[config.mk]
export PLATFORM = sky130hd
export DESIGN_NAME = reg_bus_arbiter_flat
export DESIGN_NICKNAME = d
export VERILOG_FILES = /design/src/rtl/reg_bus_arbiter_if.sv /design/src/rtl/reg_bus_arbiter.sv /design/src/flat_wrapper.sv
export SDC_FILE = /design/constraint.sdc
export NUM_CORES = 1
export LEC_CHECK = 0
export ABC_AREA = 1
export CAP_MARGIN = 20
export CELL_PAD_IN_SITES_DETAIL_PLACEMENT = 1
export CELL_PAD_IN_SITES_GLOBAL_PLACEMENT = 2
export CORE_ASPECT_RATIO = 1.75
export CORE_UTILIZATION = 20
export CTS_CLUSTER_DIAMETER = 150
export CTS_CLUSTER_SIZE = 20
export DETAILED_ROUTE_END_ITERATION = 10
export PLACE_DENSITY = 0.75
export RECOVER_POWER = 25
export SLEW_MARGIN = 20
export SYNTH_ARGS = -nofsm -noshare
export SYNTH_HDL_FRONTEND = slang
export SYNTH_SLANG_ARGS = --single-unit
export TNS_END_PERCENT = 50
[constraint.sdc]
create_clock -name clk -period 1.5 [get_ports clk]
set_clock_uncertainty 0.2 [all_clocks]
set_input_delay 0.375 -clock clk [delete_from_list [all_inputs] [get_ports clk]]
set_output_delay 0.375 -clock clk [all_outputs]
set_load 0.1 [all_outputs]
[src/rtl/reg_bus_arbiter_if.sv]
// Signal bundle between the two requesters, the arbiter and the register-file bus.
interface reg_bus_arbiter_if #(
  parameter int ADDR_WIDTH = 16,
  parameter int DATA_WIDTH = 16
);
  logic                  a_req, a_wr, a_ack;
  logic [1:0]            a_be;
  logic [ADDR_WIDTH-1:0] a_addr;
  logic [DATA_WIDTH-1:0] a_wdata, a_rdata;

  logic                  b_req, b_wr, b_ack;
  logic [1:0]            b_be;
  logic [ADDR_WIDTH-1:0] b_addr;
  logic [DATA_WIDTH-1:0] b_wdata, b_rdata;

  logic                  bus_en, bus_rd, bus_wr, bus_wdata_oe;
  logic [1:0]            bus_be;
  logic [ADDR_WIDTH-1:0] bus_addr;
  logic [DATA_WIDTH-1:0] bus_wdata, bus_rdata;

  // The arbiter is the slave of both requesters and drives the register-file bus.
  modport slave (
    input  a_req, a_wr, a_be, a_addr, a_wdata,
    output a_ack, a_rdata,
    input  b_req, b_wr, b_be, b_addr, b_wdata,
    output b_ack, b_rdata,
    output bus_en, bus_rd, bus_wr, bus_wdata_oe, bus_be, bus_addr, bus_wdata,
    input  bus_rdata
  );

  modport master (
    output a_req, a_wr, a_be, a_addr, a_wdata,
    input  a_ack, a_rdata,
    output b_req, b_wr, b_be, b_addr, b_wdata,
    input  b_ack, b_rdata,
    input  bus_en, bus_rd, bus_wr, bus_wdata_oe, bus_be, bus_addr, bus_wdata,
    output bus_rdata
  );
endinterface

[src/rtl/reg_bus_arbiter.sv]
// Round-robin arbiter for two requesters sharing the register-file async bus;
// sequences en/rd/wr strobes so writes latch on the falling edge of wr.
module reg_bus_arbiter #(
  parameter int ADDR_WIDTH = 16,
  parameter int DATA_WIDTH = 16,
  parameter int RD_WAIT    = 2
) (
  input logic              clk,
  input logic              reset,
  reg_bus_arbiter_if.slave bus
);
  localparam int CNT_W = (RD_WAIT > 1) ? $clog2(RD_WAIT) : 1;

  typedef enum logic [2:0] {IDLE, W_SETUP, W_STROBE, W_HOLD, R_STROBE, R_TURN} state_t;

  state_t                state;
  logic                  prefer_b;
  logic                  gnt_b;
  logic [CNT_W-1:0]      wait_cnt;

  logic                  pick_any, pick_b, sel_wr;
  logic [1:0]            sel_be;
  logic [ADDR_WIDTH-1:0] sel_addr;
  logic [DATA_WIDTH-1:0] sel_wdata;

  // B wins when it is the only requester or when A was the port served last.
  always_comb begin
    pick_any  = bus.a_req | bus.b_req;
    pick_b    = bus.b_req & (~bus.a_req | prefer_b);
    sel_wr    = pick_b ? bus.b_wr    : bus.a_wr;
    sel_be    = pick_b ? bus.b_be    : bus.a_be;
    sel_addr  = pick_b ? bus.b_addr  : bus.a_addr;
    sel_wdata = pick_b ? bus.b_wdata : bus.a_wdata;
  end

  always_ff @(posedge clk) begin
    if (!reset) begin
      state            <= IDLE;
      prefer_b         <= 1'b0;
      gnt_b            <= 1'b0;
      wait_cnt         <= '0;
      bus.bus_en       <= 1'b0;
      bus.bus_rd       <= 1'b0;
      bus.bus_wr       <= 1'b0;
      bus.bus_wdata_oe <= 1'b0;
      bus.bus_be       <= '0;
      bus.bus_addr     <= '0;
      bus.bus_wdata    <= '0;
      bus.a_ack        <= 1'b0;
      bus.b_ack        <= 1'b0;
      bus.a_rdata      <= '0;
      bus.b_rdata      <= '0;
    end else begin
      case (state)
        IDLE: begin
          if (pick_any) begin
            gnt_b        <= pick_b;
            prefer_b     <= ~pick_b;
            bus.bus_en   <= 1'b1;
            bus.bus_be   <= sel_be;
            bus.bus_addr <= sel_addr;
            if (sel_wr) begin
              bus.bus_wdata    <= sel_wdata;
              bus.bus_wdata_oe <= 1'b1;
              state            <= W_SETUP;
            end else begin
              bus.bus_rd <= 1'b1;
              wait_cnt   <= CNT_W'(RD_WAIT - 1);
              state      <= R_STROBE;
            end
          end
        end
        W_SETUP: begin
          bus.bus_wr <= 1'b1;
          state      <= W_STROBE;
        end
        W_STROBE: begin
          bus.bus_wr <= 1'b0;
          bus.a_ack  <= ~gnt_b;
          bus.b_ack  <= gnt_b;
          state      <= W_HOLD;
        end
        W_HOLD: begin
          bus.bus_en       <= 1'b0;
          bus.bus_wdata_oe <= 1'b0;
          bus.bus_be       <= '0;
          bus.bus_addr     <= '0;
          bus.bus_wdata    <= '0;
          bus.a_ack        <= 1'b0;
          bus.b_ack        <= 1'b0;
          state            <= IDLE;
        end
        R_STROBE: begin
          if (wait_cnt == '0) begin
            if (gnt_b) bus.b_rdata <= bus.bus_rdata;
            else       bus.a_rdata <= bus.bus_rdata;
            bus.bus_en <= 1'b0;
            bus.bus_rd <= 1'b0;
            bus.a_ack  <= ~gnt_b;
            bus.b_ack  <= gnt_b;
            state      <= R_TURN;
          end else begin
            wait_cnt <= wait_cnt - CNT_W'(1);
          end
        end
        R_TURN: begin
          bus.bus_be   <= '0;
          bus.bus_addr <= '0;
          bus.a_ack    <= 1'b0;
          bus.b_ack    <= 1'b0;
          state        <= IDLE;
        end
        default: state <= IDLE;
      endcase
    end
  end
endmodule

[src/flat_wrapper.sv]
// flat-port wrapper written by rule: the top's interface ports become plain ports
module reg_bus_arbiter_flat 
#(
  parameter int ADDR_WIDTH = 16,
  parameter int DATA_WIDTH = 16,
  parameter int RD_WAIT    = 2
)
  (clk, reset, bus_a_req, bus_a_wr, bus_a_be, bus_a_addr, bus_a_wdata, bus_a_ack, bus_a_rdata, bus_b_req, bus_b_wr, bus_b_be, bus_b_addr, bus_b_wdata, bus_b_ack, bus_b_rdata, bus_bus_en, bus_bus_rd, bus_bus_wr, bus_bus_wdata_oe, bus_bus_be, bus_bus_addr, bus_bus_wdata, bus_bus_rdata);
  reg_bus_arbiter_if #(.ADDR_WIDTH(ADDR_WIDTH), .DATA_WIDTH(DATA_WIDTH)) bus_i ();
  input logic clk;
  input logic reset;
  input wire logic [$bits(bus_i.a_req)-1:0] bus_a_req;
  input wire logic [$bits(bus_i.a_wr)-1:0] bus_a_wr;
  input wire logic [$bits(bus_i.a_be)-1:0] bus_a_be;
  input wire logic [$bits(bus_i.a_addr)-1:0] bus_a_addr;
  input wire logic [$bits(bus_i.a_wdata)-1:0] bus_a_wdata;
  output wire logic [$bits(bus_i.a_ack)-1:0] bus_a_ack;
  output wire logic [$bits(bus_i.a_rdata)-1:0] bus_a_rdata;
  input wire logic [$bits(bus_i.b_req)-1:0] bus_b_req;
  input wire logic [$bits(bus_i.b_wr)-1:0] bus_b_wr;
  input wire logic [$bits(bus_i.b_be)-1:0] bus_b_be;
  input wire logic [$bits(bus_i.b_addr)-1:0] bus_b_addr;
  input wire logic [$bits(bus_i.b_wdata)-1:0] bus_b_wdata;
  output wire logic [$bits(bus_i.b_ack)-1:0] bus_b_ack;
  output wire logic [$bits(bus_i.b_rdata)-1:0] bus_b_rdata;
  output wire logic [$bits(bus_i.bus_en)-1:0] bus_bus_en;
  output wire logic [$bits(bus_i.bus_rd)-1:0] bus_bus_rd;
  output wire logic [$bits(bus_i.bus_wr)-1:0] bus_bus_wr;
  output wire logic [$bits(bus_i.bus_wdata_oe)-1:0] bus_bus_wdata_oe;
  output wire logic [$bits(bus_i.bus_be)-1:0] bus_bus_be;
  output wire logic [$bits(bus_i.bus_addr)-1:0] bus_bus_addr;
  output wire logic [$bits(bus_i.bus_wdata)-1:0] bus_bus_wdata;
  input wire logic [$bits(bus_i.bus_rdata)-1:0] bus_bus_rdata;
  assign bus_i.a_req = bus_a_req;
  assign bus_i.a_wr = bus_a_wr;
  assign bus_i.a_be = bus_a_be;
  assign bus_i.a_addr = bus_a_addr;
  assign bus_i.a_wdata = bus_a_wdata;
  assign bus_a_ack = bus_i.a_ack;
  assign bus_a_rdata = bus_i.a_rdata;
  assign bus_i.b_req = bus_b_req;
  assign bus_i.b_wr = bus_b_wr;
  assign bus_i.b_be = bus_b_be;
  assign bus_i.b_addr = bus_b_addr;
  assign bus_i.b_wdata = bus_b_wdata;
  assign bus_b_ack = bus_i.b_ack;
  assign bus_b_rdata = bus_i.b_rdata;
  assign bus_bus_en = bus_i.bus_en;
  assign bus_bus_rd = bus_i.bus_rd;
  assign bus_bus_wr = bus_i.bus_wr;
  assign bus_bus_wdata_oe = bus_i.bus_wdata_oe;
  assign bus_bus_be = bus_i.bus_be;
  assign bus_bus_addr = bus_i.bus_addr;
  assign bus_bus_wdata = bus_i.bus_wdata;
  assign bus_i.bus_rdata = bus_bus_rdata;
  reg_bus_arbiter #(.ADDR_WIDTH(ADDR_WIDTH), .DATA_WIDTH(DATA_WIDTH), .RD_WAIT(RD_WAIT)) u_core (.clk(clk), .reset(reset), .bus(bus_i));
endmodule
Yosys cells after proc, flatten, opt, wreduce, memory -nomap -nowiden

Index checks and enable logic that the tools add are counted.

Latch bits: 0
Bits in read-only memories: 0
Output and inout port bits: 72
Register bits after elaboration: 78
Logic and storage cells: 81
Bits in writable memories: 0
Memories kept: 0

Reduce and logical (&&, ||, !) cells: 18
Bitwise gates (word level): 7
Shift operators: 0
Magnitude comparators: 0
Eq/ne operators: 9
Div/mod/pow operators: 0
Multiply operators: 0
Muxes and demuxes: 31
$add $sub $neg: 1

Operator list:

| operator                                                                 | count |
|---|---|
| 16-bit two-way mux                                                       | 5 |
| 16-bit one-hot mux with 2 select lines                                   | 2 |
| 3-bit AND reduction                                                      | 5 |
| 3-bit one-hot mux with 4 select lines                                    | 1 |
| 1-bit two-way mux                                                        | 10 |
| 3-bit two-way mux                                                        | 3 |
| 1-bit one-hot mux with 3 select lines                                    | 3 |
| 1-bit one-hot mux with 2 select lines                                    | 4 |
| 2-bit AND reduction                                                      | 4 |
| 2-bit nonzero test                                                       | 4 |
| 3-bit by 2-bit == test with 1-bit output (second input constant)         | 2 |
| 3-bit == test (second input constant)                                    | 2 |
| 3-bit nonzero test                                                       | 2 |
| 2-bit two-way mux                                                        | 2 |
| 2-bit by 1-bit inequality test with 1-bit output (second input constant) | 2 |
| 2-bit inequality test (second input constant)                            | 2 |
| 1-bit inverter                                                           | 4 |
| 2-bit one-hot mux with 2 select lines                                    | 1 |
| 4-bit AND reduction                                                      | 1 |
| 3-bit by 1-bit == test with 1-bit output (second input constant)         | 1 |
| 3-bit logical NOT                                                        | 1 |
| 1-bit bitwise OR                                                         | 2 |
| 2-bit OR reduction                                                       | 1 |
| 1-bit bitwise AND                                                        | 1 |
| 1-bit subtractor (second input constant)                                 | 1 |

Logic depth before layout (Yosys ltp)

Gate-level depths: netlist of the first run.

Word-level depth: 7
Mapped depth: 9

Least setup slack after synthesis of the first run

OpenSTA, ideal clock, no wires.

Path type: input -> register
Start: in bus_b_req
End: reg u_core.bus.bus_addr[0]
Required time: 1.231 ns
Library setup time: 0.069 ns
Path buffers: 2
Path slack: -0.035 ns
Stages on the path: 7
Arrival: 1.266 ns
Cell sequence: buf_2 > nor2_4 > nor2_4 > a21oi_4 > buf_8 > nand2_2 > a21oi_2

Cells in the longest elaborated chain, start to end: 4
Elaborated cells between the ends (all ways): 7

RTL lines:

| element                                | line                     | source |
|---|---|---|
| start: declaration                     | flat_wrapper.sv:19       | `input wire logic [$bits(bus_i.b_req)-1:0] bus_b_req;` |
| 1-bit bitwise AND                      | reg_bus_arbiter.sv:29    | `pick_b = bus.b_req & (~bus.a_req \| prefer_b);` |
| 16-bit two-way mux                     | reg_bus_arbiter.sv:32    | `sel_addr = pick_b ? bus.b_addr : bus.a_addr;` |
| 16-bit two-way mux                     | reg_bus_arbiter.sv:56    | `if (pick_any) begin` |
| 16-bit one-hot mux with 2 select lines | reg_bus_arbiter.sv:54    | `case (state)` |
| end signal: assignment                 | reg_bus_arbiter.sv:61    | `bus.bus_addr <= sel_addr;` |
| end: declaration                       | reg_bus_arbiter_if.sv:27 | `output bus_en, bus_rd, bus_wr, bus_wdata_oe, bus_be, bus_addr, bus_wdata,` |

Parallel ways exist; a longest one is shown, timed or not. The select of a mux whose other input is x is not followed.
A chain may end at the register's enable or synchronous reset.

Worst setup path after layout of the first run

Start: reg u_core.state[0]
End: reg u_core.bus.bus_wdata[0]

Cells in the longest elaborated chain, start to end: 3
Elaborated cells between the ends (all ways): 7

RTL lines:

| element                                                                                                 | line                     | source |
|---|---|---|
| start: declaration                                                                                      | reg_bus_arbiter.sv:16    | `state_t state;` |
| start signal: assignment                                                                                | reg_bus_arbiter.sv:38    | `state <= IDLE;` |
| start signal: assignment                                                                                | reg_bus_arbiter.sv:65    | `state <= W_SETUP;` |
| start signal: assignment                                                                                | reg_bus_arbiter.sv:69    | `state <= R_STROBE;` |
| 3-bit logical NOT / 3-bit by 2-bit == test with 1-bit output (equally long branches)                    | reg_bus_arbiter.sv:54    |  |
| 2-bit by 1-bit inequality test with 1-bit output (no line) / 2-bit nonzero test (equally long branches) | --                       |  |
| 3-bit AND reduction (no line)                                                                           | --                       |  |
| end signal: assignment                                                                                  | reg_bus_arbiter.sv:63    | `bus.bus_wdata <= sel_wdata;` |
| end: declaration                                                                                        | reg_bus_arbiter_if.sv:27 |  |

Parallel ways exist; a longest one is shown, timed or not.

==> results.txt, run 1 <==
The worst hold path passes through 3 cells. The number of nets still failing antenna checks after routing is 0. The I/O pin total came out at 162. The number of cells in the design after placement came out at 908. The non-filler instance count after layout is 948.

The synthesized design contains 0 enable-type register cells. The first global-routing pass estimated ~22000 µm of wire. The path with the worst hold slack has its endpoint at u_core.bus.a_ack$_SDFFE_PN0P_.

The number of endpoints failing setup at the final stage is 34. The total power is 0.01934 W. The simple-gate share of the synthesized area came out at 23.34%. After synthesis, the largest family of logic cells by area is simple AND/OR/NAND/NOR gates.

The number of synthesized register bits came out at around 80. In this run the core area contains 65 standard-cell rows. The post-CTS clock slew at the launch and capture registers of the worst setup and hold paths is 0.06 ns. The number of unique standard cell types used by synthesis came out at 28.

The y dimension of the die came out at ~180 µm. The flop-to-flop setup slack is -0.13 ns. The gate family responsible for the most delay along the worst path is buffers and inverters. The multiplexer share of the synthesized area came out at 0%.

The delay of the slowest critical-path stage came out at roughly 0.37 ns. The clock root buffer is clkbuf_16. Of all nets on the critical path, the largest fanout is 6. The critical path data arrival time is 1.65 ns. The antenna diode count is 0. The worst path in the final design needs a cycle of 1.625 ns, including I/O delays and setup. The ratio of routed vias to standard cells is 4.292.

The worst reg2reg path endpoint is u_core.bus.bus_wdata[0]$_SDFFE_PN0P_. Counting instances in the post-synthesis netlist gives the leading cell types as inv_1, nand2_1, dfxtp_1, a21oi_1, nand3_1. The total via count after detailed routing came out at 4069. The required time of the critical path came out at roughly 1.5 ns. Synthesis produced 513 cells. The die covers 0.01920 mm². The H-tree depth came out at 3. Clock tree synthesis found a total of 78 sinks. The largest total area in the synthesized netlist belongs to dfxtp_1. The post-synthesis share of cell area spent on xor and xnor gates came out at 0%. The detail-routed net length per standard cell came out at between 15 and 20 µm. The cell occurring most often along the worst timing path is buf_6. In this run the biggest area consumer among cell types represents 41.91% of the synthesized area. The min-delay analysis places its worst path in the category input port to register. The average footprint of a synthesized cell is 7.263 µm². The worst-case clock buffer depth came out at 2. The number of buffer and inverter stages on the critical path is 4. The max-slew violation total from the final report was 0. The count of input and output buffers is 161. The final critical-path share of the clock period came out at 108.4%.

The worst setup slack before clock tree synthesis is -0.5639 ns. The width of the die is around 110 µm. The final reports fail on setup timing.

The overall routing resource usage came out at 14.70%. The total area inside the core boundary comes to 0.01814 mm². The least setup slack across all paths after layout came out at -0.1254 ns. Among all flip-flop cells after synthesis, the most frequent one is dfxtp_1.

TritonCTS built the clock tree. For this run, asynchronously set or reset flops after synthesis account for 0%. Walking the worst path, the cells encountered are nor2_4, nand2_4, buf_6, inv_4, nand3_4, buf_6, buf_12, a21oi_1, nor2_1. The layout overhead on the synthesized area came out at 103.8%. The post-detailed-placement half-perimeter wirelength is a little over 10000 µm. The run finished, with violations left. The static leakage power came out at ~3.2 nW.

The worst setup path is captured at a register. The mapped cell area is between 0.003 and 0.004 mm². Yosys attributes the largest share of cell area to dfxtp_1, inv_1, nand2_1, a21oi_1, nand3_1.

In this run the critical register-to-register path is launched from u_core.state[0]$_SDFFE_PN0P_. At the pin with the least slew margin, the transition time is 0.2693 ns. The total number of nets in the final design came out at 799. The number of violations reported at the end of detailed-routing iteration 0 is 70.

Counting cells, the worst reg-to-reg path comes to 9. The congestion estimate from routability-driven global placement came to 0.7167. Entering global routing, the biggest net connects 33 pins.

The synthesized-area fraction occupied by ao, oa, aoi and oai cells is 20.11%. The sort of element at the start of the critical path is a register. For this block, the routed nets add up to 14250 µm of wire. The initial antenna violation count came out at 0. The detailed-routing iteration count for the pre-antenna-repair pass came out at 4. The number of warnings issued by yosys came out at 0. The net count after synthesis is 603. The arithmetic-cell share of the synthesized area counting full adders, half adders and majority gates came out at 0%. The max-cap violation count came out at 0.

The global route total overflow is 0. Setup repair after global routing could not meet its margin everywhere. The post-route core utilization is 41.88%. The startpoint identified for the worst hold timing path is reset. The via count of the first global-routing pass is 4388. Cells with a size suffix above 1 make up 46.92% of the layout. The clock reaches the later pin of the worst-skew pair after 0.33 ns. For this design, the slowest cell found on the critical path is dfxtp_4.

The post-route DRC violation count is 0. The initial utilization of the core area, before any placement, comes to approximately 21%. The share of synthesized area occupied by flip-flops and latches is 41.91%.

The worst slew margin relative to its limit came out at just over 80%. The smallest hold slack is 0.1631 ns. Based on the critical path, the design can be clocked at up to 615.2 MHz. The power density of the placed cells is 2547 mW/mm². The worst-case vdd ir drop is 0.001301 V.

The critical path is of the register to register type. The number of hold-slack violations in the final timing report is 0. Clock tree synthesis inserted a total of 9 buffers.
-- worst reg2reg max path: stages, from the launching register on --
cell	delay, ns
dfxtp_4	0.37
nor2_4	0.15
nand2_4	0.08
buf_6	0.13
inv_4	0.06
nand3_4	0.09
buf_6	0.15
buf_12	0.12
a21oi_1	0.11
nor2_1	0.06
-- through the flow --
stage               setup TNS (ns)  instance area [µm²]
floorplan                  -0.1562                 3736
global placement            -19.99                 6477
detailed placement          -22.50                 6477
CTS                         -3.934                 7403
global route                -5.656                 7595
finish                      -2.289                 7595
-- cell families after synthesis --
group                  after synthesis
and+or+nand+nor                    184
AOI/OAI and AO/OA                  128
buffers and inverters              123
DFF                                 78
-- cell usage in the layout (no fill, tap or decap), drive strengths merged --
cell type and n:
clkdlybuf4s50 86, bufinv 2, o21ai 34, clkbuf 11, clkdlybuf4s15 2, o211ai 18, nand2 106, clkinvlp 1
nand3 47, nor2 32, dfxtp 78, a31oi 1, o21a 1, buf 123, clkinv 4, inv 94
a211oi 1, a21oi 73
-- final cells by class --
type                            instances  area (µm²)
Fill cell                            2020       10540
Timing Repair Buffer                  212        2864
Multi-Input combinational cell        313        2076
Sequential cell                        78        1660
Inverter                               93       371.6
Tap cell                              234       292.8
Clock buffer                           10       229.0
Clock inverter                          6       86.33
Timing Repair inverter                  2       15.01
-- where the power goes --
part | total (W) | switching [W] | internal [W] | leakage [nW]
combinational | 0.0132 | 0.00814 | 0.00504 | 2.43
clock | 0.00235 | 0.000892 | 0.00146 | 0.152
sequential | 0.00381 | 0.000867 | 0.00295 | 0.668
total | 0.0193 | 0.00990 | 0.00945 | 3.25
-- per-layer routing --
metal / up-vias / wire length, µm / GRT usage [%]
li1: 2026 / - / -
met1: 1934 / 4632 / 13.02
met2: 92 / 8758 / 31.58
met3: 17 / 549 / 2.571
met4: 0 / 310 / 5.127
met5: - / 0 / 0
-- worst max-delay path by stage --
| stage | cells past startpoint | end | start | slack [ns] |
|---|---|---|---|---|
| 4_1_cts | 9 | u_core.bus.bus_addr[13]$_SDFFE_PN0P_ | u_core.state[1]$_SDFFE_PN0P_ | -0.16 |
| 3_3_place_gp | 7 | u_core.bus.bus_wdata[15]$_SDFFE_PN0P_ | bus_a_req | -0.51 |
| 3_5_place_dp | 9 | u_core.bus.bus_wdata[8]$_SDFFE_PN0P_ | bus_b_req | -0.56 |
| 6_report | 9 | u_core.bus.bus_wdata[0]$_SDFFE_PN0P_ | u_core.state[0]$_SDFFE_PN0P_ | -0.13 |
| 5_1_grt | 10 | u_core.bus.bus_wdata[8]$_SDFFE_PN0P_ | u_core.state[0]$_SDFFE_PN0P_ | -0.17 |
| 2_1_floorplan | 7 | u_core.bus.bus_addr[0]$_SDFFE_PN0P_ | bus_b_req | -0.02 |
-- state kept, by name, summed over array words and instances, names as in the netlist, 2 cells and up --
register	flops
u_core.bus.bus_be	2
u_core.bus.bus_wdata	16
u_core.bus.a_rdata	16
u_core.bus.b_rdata	16
u_core.state	3
u_core.bus.bus_addr	16
-- what timing repair did --
action,in CTS,in global routing
endpoints found under the setup margin,114,104
gates cloned,8,1
buffers inserted,18,7
hold buffers,0,0
pin swaps,12,31
gates resized for setup,122,131
Power figures use the tool's default switching activity.
==> run 2: changes to the inputs <==
--- a/config.mk
+++ b/config.mk
@@ -16,6 +16,7 @@
 export DETAILED_ROUTE_END_ITERATION = 10
 export PLACE_DENSITY = 0.75
 export RECOVER_POWER = 25
+export SETUP_SLACK_MARGIN = 0.5
 export SLEW_MARGIN = 20
 export SYNTH_ARGS = -nofsm -noshare
 export SYNTH_HDL_FRONTEND = slang
==> run 2 against run 1 <==
Compared with the run above: the run still ends with setup timing left; non-clock buffer count rose by 2; worst setup slack improved by 0.077 ns; global-route usage fell by 0.082 points; clock power fell by 3%; register-to-register slack improved by 0.08 ns; critical endpoint is now u_core.bus.bus_addr[3]$_SDFFE_PN0P_; largest cell class unchanged; highest routed layer unchanged.
==> results.txt, run 2 (synthesis gave the netlist of run 1 again) <==
The I/O pin total is 162 (unchanged). The number of buffers added by the clock tree synthesis step is 9 (unchanged). The most common cell after layout, fill and taps aside is clkdlybuf4s50_1 (unchanged). The core area came out at 0.01814 mm² (unchanged). The floorplan die area is 0.01920 mm² (unchanged). The post-CTS clock slew at the launch and capture registers of the worst setup and hold paths came to 0.07 ns (was 0.06 ns). The highest-delay cell along the critical path was dfxtp_4 (unchanged). The number of violations reported at the end of detailed-routing iteration 0 is 66 (was 70).

The detailed-routing iteration count for the pre-antenna-repair pass came out at 4 (unchanged). The worst slew margin relative to its limit came out at 81.70% (was 81.97%). The global route total overflow was 0 (unchanged). The critical path data arrival time is 1.62 ns (was 1.65 ns). The layout overhead on the synthesized area is 105.9% (was 103.8%). The starting density of the core came out at 20.55% (unchanged). The ratio of routed vias to standard cells came out at 4.365 (was 4.292). The clock period minus final worst setup slack came out at 1.548 ns (was 1.625 ns). The total number of nets in the final design is 800 (was 799). The kind of end point of the critical path is a register (unchanged).

The path category of the worst min-delay check is input port to register (unchanged). The via count of the first global-routing pass came out at 4399 (was 4388). The most congested layer reported by global routing is met2 (unchanged).

The width of the die is 105.2 µm (unchanged). The number of nets still failing antenna checks after routing is 0 (unchanged). The number of buffers inserted for hold repair after clock tree synthesis is 0 (unchanged). The power density of the placed cells came out at 2539 mW/mm² (was 2547 mW/mm²). Violated checks: setup timing (unchanged).

The pin slew with the least headroom to its limit came out at 0.2727 ns (was 0.2693 ns). The cell occurring most often along the worst timing path is nor2_4 (was buf_6). The overall routing resource usage is 14.61% (was 14.70%). The clock root buffer is clkbuf_16 (unchanged). The number of endpoints failing setup at the final stage came out at 24 (was 34). The worst setup slack before clock tree synthesis is -0.6178 ns (was -0.5639 ns). The global routing met2 resource utilization is 29.82% (was 31.58%). The largest driver fanout on the critical path came out at 18 (was 6). The maximum clock frequency is 646.0 MHz (was 615.2 MHz). The met3 global-route usage came out at 2.607% (was 2.571%). The initial antenna violation count is 0 (unchanged). The static leakage power was 3.150 nW (was 3.246 nW).

The antenna diode count came out at 0 (unchanged). The final critical-path share of the clock period came to 103.2% (was 108.4%). The number of fillers in the final layout is 2026 (was 2020).

The met1 routing resource usage after global routing came out at 13.48% (was 13.02%). The worst-case vdd ir drop came to 0.001404 V (was 0.001301 V). The kind of critical path is register to register (unchanged). Result of the run: finished with violations (unchanged). The number of standard-cell rows in the floorplan is 65 (unchanged). RSZ-0062 raised after global routing: yes (unchanged).

Most frequent cells in the layout: clkdlybuf4s50_1, inv_1, nand2_1 (unchanged). The first-pass GRT wire length came out at 21960 µm (was 22030 µm). The H-tree depth came out at 3 (unchanged). The count of input and output buffers came out at 161 (unchanged).

The number of hold-slack violations in the final timing report is 0 (unchanged). The post-route DRC violation count is 0 (unchanged). The total via count after detailed routing was 4142 (was 4069). The detailed-route wire length came out at 14380 µm (was 14250 µm). The TritonCTS clock tree is done (unchanged). The sort of element at the start of the critical path is a register (unchanged). The post-detailed-placement half-perimeter wirelength came out at 10850 µm (was 10330 µm). The least setup slack across all paths after layout came out at -0.04792 ns (was -0.1254 ns). The y dimension of the die is 182.6 µm (unchanged). The post-route core utilization is 42.31% (was 41.88%). The number of clock sinks is 78 (unchanged). The clock latency of the later-clocked register in the worst-skew pair is 0.34 ns (was 0.33 ns).

The worst-case clock buffer depth was 2 (unchanged). The max-slew violation total from the final report was 0 (unchanged). The share of layout cells above drive strength 1 is 48.81% (was 46.92%).

The max-cap violation count is 0 (unchanged). The maximum number of pins on one net before global-route repair is 33 (unchanged). Critical path, cell by cell: nor2_4, nand2_4, nor2_4, buf_4, a21oi_4, buf_12, nand2_1, a21oi_2 (was nor2_4, nand2_4, buf_6, inv_4, nand3_4, buf_6, buf_12, a21oi_1, nor2_1).

The delay of the slowest critical-path stage is 0.40 ns (was 0.37 ns). The detail-routed net length per standard cell was 15.15 µm (was 15.03 µm). The required time of the critical path was 1.57 ns (was 1.52 ns). The routability-driven placement congestion ratio came to 0.7439 (was 0.7167).
==> run 2: cell count changes in the layout (fill, tap and decap cells not counted), sizes merged <==
cell           delta
inv               -1
clkinvlp          +2
clkdlybuf4s50     -1
bufinv            -1
clkinv            -2
clkbuf            +2
nand3             +1
clkdlybuf4s15     -1
dlygate4sd2       +2
==> run 2: area by class of cell <==
cell class | count | area (µm²) | area share, %
well taps | 234 | 292.8 | 3.815
repair buffers | 214 | 2877 | 37.49
multi-input cells | 314 | 2034 | 26.51
inverters | 93 | 361.6 | 4.712
clock inverters | 6 | 70.07 | 0.9131
flip-flops and latches | 78 | 1799 | 23.45
clock buffers | 10 | 239.0 | 3.114
==> run 2: through the flow <==
step	setup TNS (ns)	instances	hold slack (ns)	total power [W]	cell area [µm²]
3_5_place_dp	-23.19	909	0.2712	0.01558	6760
6_report	-0.3320	949	0.2416	0.01948	7674
3_3_place_gp	-19.97	909	0.2653	0.01537	6760
5_1_grt	-5.285	949	0.2600	0.02035	7674
4_1_cts	-0.3976	943	0.2423	0.01903	7495
2_1_floorplan	0	513	0.2725	0.01124	4035
==> run 2: where the power goes <==
| part | internal [W] | total, W | leakage [nW] | switching, W |
|---|---|---|---|---|
| Combinational | 0.00522 | 0.0132 | 2.32 | 0.00799 |
| Clock | 0.00134 | 0.00228 | 0.141 | 0.000932 |
| Sequential | 0.00314 | 0.00399 | 0.687 | 0.000857 |
==> run 2: routing by layer <==
layer	up-vias	part of all wire [%]	wire, µm
met5	-	0	0
met4	0	3.4	488
met3	33	3.7	526
met2	119	60	8573
met1	1959	33	4791
li1	2031	-	-
==> run 2: worst paths after layout <==
kind	startpoint	to	slack [ns]	cells after the start
worst min-delay path	reset	u_core.state[0]$_SDFFE_PN0P_	0.24	3
worst min register to register	u_core.bus.b_rdata[15]$_SDFFE_PN0P_	u_core.bus.b_rdata[15]$_SDFFE_PN0P_	0.26	2
worst max-delay path	u_core.state[0]$_SDFFE_PN0P_	u_core.bus.bus_addr[3]$_SDFFE_PN0P_	-0.05	8
worst max register to register	u_core.state[0]$_SDFFE_PN0P_	u_core.bus.bus_addr[3]$_SDFFE_PN0P_	-0.05	8
==> run 2: what timing repair did <==
item	in CTS	in global routing
setup buffers	14	3
setup endpoints to repair	150	150
cloned	4	3
pin swaps	14	25
resized for setup	112	40
==> run 2: worst max-delay path: cells and delay by family (launching register included) <==
family,cells,cell delay (ns)
buffers and inverters,2,0.33
AO/OA/AOI/OAI,2,0.26
flip-flops,1,0.40
AND/OR/NAND/NOR,4,0.28
